## src/rtl/data_mem_arbiter.sv

```systemverilog
// -----------------------------------------------------------------------------
// data_mem_arbiter
//
// Shares one single-port data memory between the pipeline MEM stage (core
// port) and a debug/loader port. One transaction is in flight at a time. The
// grant is round-robin when both ports ask in the same cycle, so neither side
// can starve the other. The very first tie after reset goes to the core.
//
// Transaction timing, counted from the first cycle a request is seen in IDLE
// (cycle 0):
//    cycle 1               : ISSUE, one-cycle wr or rd strobe
//    cycles 2..1+MEM_LAT   : WAIT (reads only)
//    cycle 2 / 2+MEM_LAT   : DONE, one-cycle ack to the owner (write / read)
//
// Parameters
//    DATA_W   data word width
//    ADDR_W   memory word-address width
//    MEM_LAT  memory read latency in cycles, 1..4
//
// Ports
//    clk, reset                   clock, asynchronous active-low reset
//    core_req/we/addr/wdata       core request
//    core_rdata, core_ack         core read data (held), completion pulse
//    core_stall                   core_req while the core has not been acked
//    dbg_req/we/addr/wdata        debug request
//    dbg_rdata, dbg_ack           debug read data (held), completion pulse
//    wr, rd, addr, wr_data        memory strobes, address, write data
//    rd_data                      memory read data
//    busy                         a transaction is in flight
//    owner                        owner of current/last grant (0 core, 1 dbg)
// -----------------------------------------------------------------------------
module data_mem_arbiter #(
   parameter int DATA_W  = 32,
   parameter int ADDR_W  = 9,
   parameter int MEM_LAT = 1
) (
   input  logic              clk,
   input  logic              reset,

   input  logic              core_req,
   input  logic              core_we,
   input  logic [ADDR_W-1:0] core_addr,
   input  logic [DATA_W-1:0] core_wdata,
   output logic [DATA_W-1:0] core_rdata,
   output logic              core_ack,
   output logic              core_stall,

   input  logic              dbg_req,
   input  logic              dbg_we,
   input  logic [ADDR_W-1:0] dbg_addr,
   input  logic [DATA_W-1:0] dbg_wdata,
   output logic [DATA_W-1:0] dbg_rdata,
   output logic              dbg_ack,

   output logic              wr,
   output logic              rd,
   output logic [ADDR_W-1:0] addr,
   output logic [DATA_W-1:0] wr_data,
   input  logic [DATA_W-1:0] rd_data,

   output logic              busy,
   output logic              owner
);

   // State encoding
   localparam logic [1:0] IDLE  = 2'd0;
   localparam logic [1:0] ISSUE = 2'd1;
   localparam logic [1:0] WAIT  = 2'd2;
   localparam logic [1:0] DONE  = 2'd3;

   // Counter value of the final WAIT cycle. MEM_LAT is expected in 1..4,
   // which always fits the 3-bit counter.
   localparam logic [2:0] LAT_LAST = 3'(MEM_LAT - 1);

   logic [1:0] state;
   logic       we_q;
   logic       last_grant;
   logic [2:0] wait_cnt;
   logic       any_req;
   logic       grant_dbg;

   // Round-robin arbitration: a lone requester always wins; on a tie the
   // port that did not win last time gets the grant.
   assign any_req   = core_req | dbg_req;
   assign grant_dbg = dbg_req & (~core_req | ~last_grant);

   // Main state machine. A request is only looked at in IDLE, so anything
   // the requester does with its inputs after the grant is ignored until
   // the transaction completes.
   always_ff @(posedge clk or negedge reset) begin
      if (!reset) begin
         state <= IDLE;
      end else begin
         case (state)
            IDLE: begin
               if (any_req) begin
                  state <= ISSUE;
               end
            end
            ISSUE: begin
               state <= we_q ? DONE : WAIT;
            end
            WAIT: begin
               if (wait_cnt == LAT_LAST) begin
                  state <= DONE;
               end
            end
            DONE: begin
               state <= IDLE;
            end
            default: begin
               state <= IDLE;
            end
         endcase
      end
   end

   // Request capture. The winning port's command is copied at grant time and
   // held for the whole transaction so the memory sees a stable address.
   always_ff @(posedge clk or negedge reset) begin
      if (!reset) begin
         we_q       <= 1'b0;
         addr       <= '0;
         wr_data    <= '0;
         owner      <= 1'b0;
         last_grant <= 1'b1;
      end else if (state == IDLE && any_req) begin
         owner      <= grant_dbg;
         last_grant <= grant_dbg;
         if (grant_dbg) begin
            we_q    <= dbg_we;
            addr    <= dbg_addr;
            wr_data <= dbg_wdata;
         end else begin
            we_q    <= core_we;
            addr    <= core_addr;
            wr_data <= core_wdata;
         end
      end
   end

   // Read-latency counter. Cleared while the strobe is issued, then counts
   // the WAIT cycles until the memory data is due.
   always_ff @(posedge clk or negedge reset) begin
      if (!reset) begin
         wait_cnt <= '0;
      end else if (state == ISSUE) begin
         wait_cnt <= '0;
      end else if (state == WAIT && wait_cnt != LAT_LAST) begin
         wait_cnt <= wait_cnt + 3'd1;
      end
   end

   // Read-data return. The memory word is captured on the edge that ends
   // the last WAIT cycle, into the owner's register only. Each register
   // holds until that port's next read completes.
   always_ff @(posedge clk or negedge reset) begin
      if (!reset) begin
         core_rdata <= '0;
         dbg_rdata  <= '0;
      end else if (state == WAIT && wait_cnt == LAT_LAST) begin
         if (owner) begin
            dbg_rdata <= rd_data;
         end else begin
            core_rdata <= rd_data;
         end
      end
   end

   // Strobes, acks and status are decoded straight from the state register,
   // so an asynchronous reset drops them in the same instant it hits.
   always_comb begin
      wr         = 1'b0;
      rd         = 1'b0;
      core_ack   = 1'b0;
      dbg_ack    = 1'b0;
      if (state == ISSUE) begin
         wr = we_q;
         rd = ~we_q;
      end
      if (state == DONE) begin
         core_ack = ~owner;
         dbg_ack  = owner;
      end
   end

   assign busy = (state != IDLE);

   // The stall is combinational so the pipeline is released in the same
   // cycle as its ack, and stays stalled while debug owns the memory.
   assign core_stall = core_req & ~core_ack;

endmodule

```

## config.mk

```make
export PLATFORM = sky130hd
export DESIGN_NAME = data_mem_arbiter
export DESIGN_NICKNAME = d
export VERILOG_FILES = /design/src/rtl/data_mem_arbiter.sv
export SDC_FILE = /design/constraint.sdc
export NUM_CORES = 1
export LEC_CHECK = 0
export CAP_MARGIN = 20
export CORE_UTILIZATION = 44
export DETAILED_ROUTE_END_ITERATION = 8
export GPL_TIMING_DRIVEN = 0
export PLACE_DENSITY_LB_ADDON = 0.08
export SETUP_SLACK_MARGIN = 0.02
export SYNTH_ARGS = -nofsm -noshare
export SYNTH_HDL_FRONTEND = slang
export SYNTH_SLANG_ARGS = --single-unit
```

## constraint.sdc

```tcl
create_clock -name clk -period 4.91 [get_ports clk]
set_input_delay 0.491 -clock clk [delete_from_list [all_inputs] [get_ports clk]]
set_output_delay 0.491 -clock clk [all_outputs]
set_load 0.1 [all_outputs]
```

==> impl_metrics.xml <==
<?xml version="1.0" encoding="UTF-8"?>
<metrics>
  <group name="floorplanning">
    <metric name="die_y" unit="um">106</metric>
    <metric name="floorplan.initialDensity" unit="">0.459</metric>
    <metric name="boundaryPins" unit="">232</metric>
    <metric name="row_count" unit="">37</metric>
    <metric name="die_x" unit="um">106</metric>
    <metric name="die-area" unit="um^2">11300</metric>
    <metric name="fp.coreArea" unit="um^2">10400</metric>
  </group>
  <group name="global_routing">
    <metric name="number_of_antenna_violations_at_the_first_check_in_global_routing" unit="">0</metric>
    <metric name="first_global_vias" unit="">3918</metric>
    <metric name="grt_pass1_wl" unit="um">19400</metric>
    <metric name="grt.overflow.total" unit="">0</metric>
    <metric name="grtUsageTotal" unit="">0.226</metric>
    <metric name="grt_max_degree" unit="">75</metric>
  </group>
  <group name="cts">
    <metric name="insertion_delay" unit="ns">0.50</metric>
    <metric name="cts_post_setup_buffers_inserted" unit="">0</metric>
    <metric name="clk_pin_slew" unit="ns">0.05</metric>
    <metric name="tritoncts_num_sinks" unit="">113</metric>
    <metric name="clock_tree.root_cell" unit="">sky130_fd_sc_hd__clkbuf_8</metric>
    <metric name="cts_max_path_buffers" unit="">2</metric>
    <metric name="tritoncts.num_buffers" unit="">17</metric>
    <metric name="tritoncts" unit="">yes</metric>
    <metric name="h-tree-depth" unit="">4</metric>
  </group>
  <group name="sta">
    <metric name="setup_viol" unit="">0</metric>
    <metric name="skew" unit="ns">0.00728</metric>
    <metric name="maxSlewHeadroom" unit="">0.297</metric>
    <metric name="post-route-min-period" unit="ns">3.13</metric>
    <metric name="timing_max_transition_violations_final" unit="">0</metric>
    <metric name="rsz0062_at_grt" unit="">no</metric>
    <metric name="layout_worst_path_cycle_share" unit="">0.637</metric>
    <metric name="holdWs" unit="ns">0.474</metric>
    <metric name="max_slew.worst_pin.slew" unit="ns">1.05</metric>
    <metric name="hold_violations" unit="">0</metric>
    <metric name="sum_of_negative_setup_slack" unit="ns">0</metric>
    <metric name="max_clock_freq" unit="GHz">0.320</metric>
  </group>
  <group name="synthesis">
    <metric name="synth_top_cell_by_area" unit="">sky130_fd_sc_hd__dfrtp_1</metric>
    <metric name="seq_area_frac_synth" unit="">0.592</metric>
    <metric name="syn_inst_count" unit="">368</metric>
    <metric name="postSynthAreaPerCell" unit="um^2">13.0</metric>
    <metric name="synth.net_count" unit="">495</metric>
    <metric name="netlist.area_leader.share" unit="">0.587</metric>
    <metric name="post_synth_instance_area" unit="um^2">4780</metric>
    <metric name="yosys.cell_types.count" unit="">27</metric>
    <metric name="synth.area.top_cells" unit="">sky130_fd_sc_hd__dfrtp_1 (59%), sky130_fd_sc_hd__mux2_2 (15%), sky130_fd_sc_hd__mux2i_1 (8.8%)</metric>
    <metric name="synth_seq_cells" unit="">113</metric>
    <metric name="synthesis.yosys.warnings" unit="">0</metric>
  </group>
  <group name="placed_design">
    <metric name="port-buffer-count" unit="">231</metric>
    <metric name="hpwlAfterDp" unit="um">9090</metric>
    <metric name="final_weighted_congestion_in_routability_driven_placement" unit="">0.740</metric>
  </group>
  <group name="setup_path">
    <metric name="worstSetupEndpointType" unit="">output pin</metric>
    <metric name="cp_data_arrival_time" unit="ns">2.64</metric>
    <metric name="reg2regPathDepth" unit="">6</metric>
    <metric name="required" unit="ns">4.42</metric>
    <metric name="worstSetupPathType" unit="">register to output pin</metric>
    <metric name="crit_path_start_kind" unit="">register</metric>
    <metric name="top_fanout_value_on_the_critical_path" unit="">5</metric>
  </group>
  <group name="route">
    <metric name="met1Wirelength" unit="um">4730</metric>
    <metric name="drt_drc_violations_left" unit="">0</metric>
    <metric name="dr_wl_met3" unit="um">911</metric>
    <metric name="route.met2.wl" unit="um">6300</metric>
    <metric name="routed-via-count" unit="">3740</metric>
    <metric name="ant_nets" unit="">0</metric>
    <metric name="first_pass_iters" unit="">4</metric>
    <metric name="initialDrtViolationCount" unit="">106</metric>
    <metric name="wl_per_cell" unit="um">15.8</metric>
    <metric name="viasPerCell" unit="">4.86</metric>
    <metric name="maxUsedRoutingLayer" unit="">met4</metric>
    <metric name="wirelength" unit="um">12100</metric>
  </group>
  <group name="status">
    <metric name="result_of_the_run" unit="">finished clean</metric>
  </group>
  <group name="layout">
    <metric name="ratio_of_cells_with_drive_above_1_in_the_final_layout" unit="">0.182</metric>
    <metric name="finish.net_count" unit="">747</metric>
    <metric name="flow.area_growth_from_synthesis" unit="%">65.4</metric>
    <metric name="fill_cell_count" unit="">718</metric>
    <metric name="n_antenna_cell" unit="">0</metric>
    <metric name="fin_util" unit="">0.758</metric>
  </group>
  <group name="worst_hold_path">
    <metric name="min_path_type" unit="">register to register</metric>
    <metric name="worstHoldPathCells" unit="">2</metric>
  </group>
  <group name="run">
    <metric name="max_cap_violations" unit="">0</metric>
  </group>
</metrics>
-- cells in the mapped netlist, drive strengths merged --
library cell / count
ha: 7
a21oi: 3
dfrtp: 112
inv: 6
nand2: 43
a22oi: 2
a21bo: 1
nor3: 2
dfstp: 1
and2: 2
nand2b: 1
nand3: 3
a21boi: 1
nor2: 4
mux2: 65
nor4bb: 1
buf: 17
a221o: 1
nor2b: 4
a31oi: 1
mux2i: 42
clkbuf: 3
o21ai: 46
-- cell type report --
type,instances,area (um^2),share of cell area
Timing Repair Buffer,233,2350,0.297
Inverter,6,22.5,0.00285
Clock buffer,23,477,0.0603
Multi-Input combinational cell,229,1800,0.228
Clock inverter,9,129,0.0163
Sequential cell,113,2830,0.358
Tap cell,136,170,0.0215
Buffer,20,125,0.0158
-- per-layer routing --
metal  track usage  up-vias
met5             0        -
met4        0.0893        0
met3        0.0748       12
met2         0.395      151
met1         0.255     1792
li1              -     1785
-- sequential cells by signal (all words and copies together) (netlist names) --
| name | flops |
|---|---|
| state | 2 |
| owner | 1 |
| core_rdata | 32 |
| wr_data | 32 |
| addr | 9 |
| last_grant | 1 |
| we_q | 1 |
| wait_cnt | 3 |
| dbg_rdata | 32 |
-- worst paths after layout --
kind / slack (ns) / end / from
worst max-delay path: 1.78 / wr / state[1]
worst min-delay path: 0.47 / wr_data[2] / wr_data[2]
worst max register to register: 2.82 / core_rdata[13] / state[0]
worst min register to register: 0.47 / wr_data[2] / wr_data[2]
max in group asynchronous: 3.65 / wr_data[23] / reset
min in group asynchronous: 0.53 / core_rdata[5] / reset
-- through the flow --
step	instances	instance area (um^2)	setup slack, ns
after CTS	769	7900	1.73
final	769	7900	1.78
after global routing	769	7900	1.67
after floorplan	368	4780	1.13
after global placement	735	7260	-0.820
after detailed placement	736	7280	2.06
-- layout by cell type, fill, tap and decap left out --
cell,n
sky130_fd_sc_hd__a21bo_2,1
sky130_fd_sc_hd__a21boi_0,1
sky130_fd_sc_hd__a21oi_1,3
sky130_fd_sc_hd__a221o_1,1
sky130_fd_sc_hd__a22oi_1,2
sky130_fd_sc_hd__a31oi_1,1
sky130_fd_sc_hd__and2_1,2
sky130_fd_sc_hd__buf_16,1
sky130_fd_sc_hd__buf_2,10
sky130_fd_sc_hd__buf_4,5
sky130_fd_sc_hd__buf_6,3
sky130_fd_sc_hd__bufinv_16,3
sky130_fd_sc_hd__clkbuf_1,5
sky130_fd_sc_hd__clkbuf_16,16
sky130_fd_sc_hd__clkbuf_8,5
sky130_fd_sc_hd__clkdlybuf4s50_1,230
sky130_fd_sc_hd__clkinv_2,3
sky130_fd_sc_hd__clkinv_4,1
sky130_fd_sc_hd__clkinvlp_4,2
sky130_fd_sc_hd__dfrtp_1,112
sky130_fd_sc_hd__dfstp_2,1
sky130_fd_sc_hd__dlygate4sd3_1,1
sky130_fd_sc_hd__ha_1,7
sky130_fd_sc_hd__inv_1,6
sky130_fd_sc_hd__mux2_1,2
sky130_fd_sc_hd__mux2_2,63
sky130_fd_sc_hd__mux2i_1,42
sky130_fd_sc_hd__nand2_1,43
sky130_fd_sc_hd__nand2b_1,1
sky130_fd_sc_hd__nand3_1,3
sky130_fd_sc_hd__nor2_1,4
sky130_fd_sc_hd__nor2b_1,4
sky130_fd_sc_hd__nor3_1,1
sky130_fd_sc_hd__nor3_4,1
sky130_fd_sc_hd__nor4bb_1,1
sky130_fd_sc_hd__o21ai_0,46
-- critical path: stages (launching register included) --
cell                              delay [ns]
sky130_fd_sc_hd__dfrtp_1                0.42
sky130_fd_sc_hd__inv_1                  0.13
sky130_fd_sc_hd__ha_1                   0.26
sky130_fd_sc_hd__and2_1                 0.18
sky130_fd_sc_hd__clkdlybuf4s50_1        1.15
-- repair_timing --
item	CTS	global route
resized for setup	0	0
endpoints found under the hold margin	38	0
endpoints found under the setup margin	0	0
hold buffers	1	0
-- cell families (layout without fill, tap and decap cells) --
kind of cell	count (synthesis)	in the layout	synth area share
compound gates	55	55	0.0616
fa+ha+maj	7	7	0.0183
buf+inv	26	291	0.0309
flops	113	113	0.592
mux	107	107	0.241
simple gates	60	60	0.0558
Power is not shown: default switching activity piles up to over one toggle a cycle in this logic, so the estimate is an artifact.
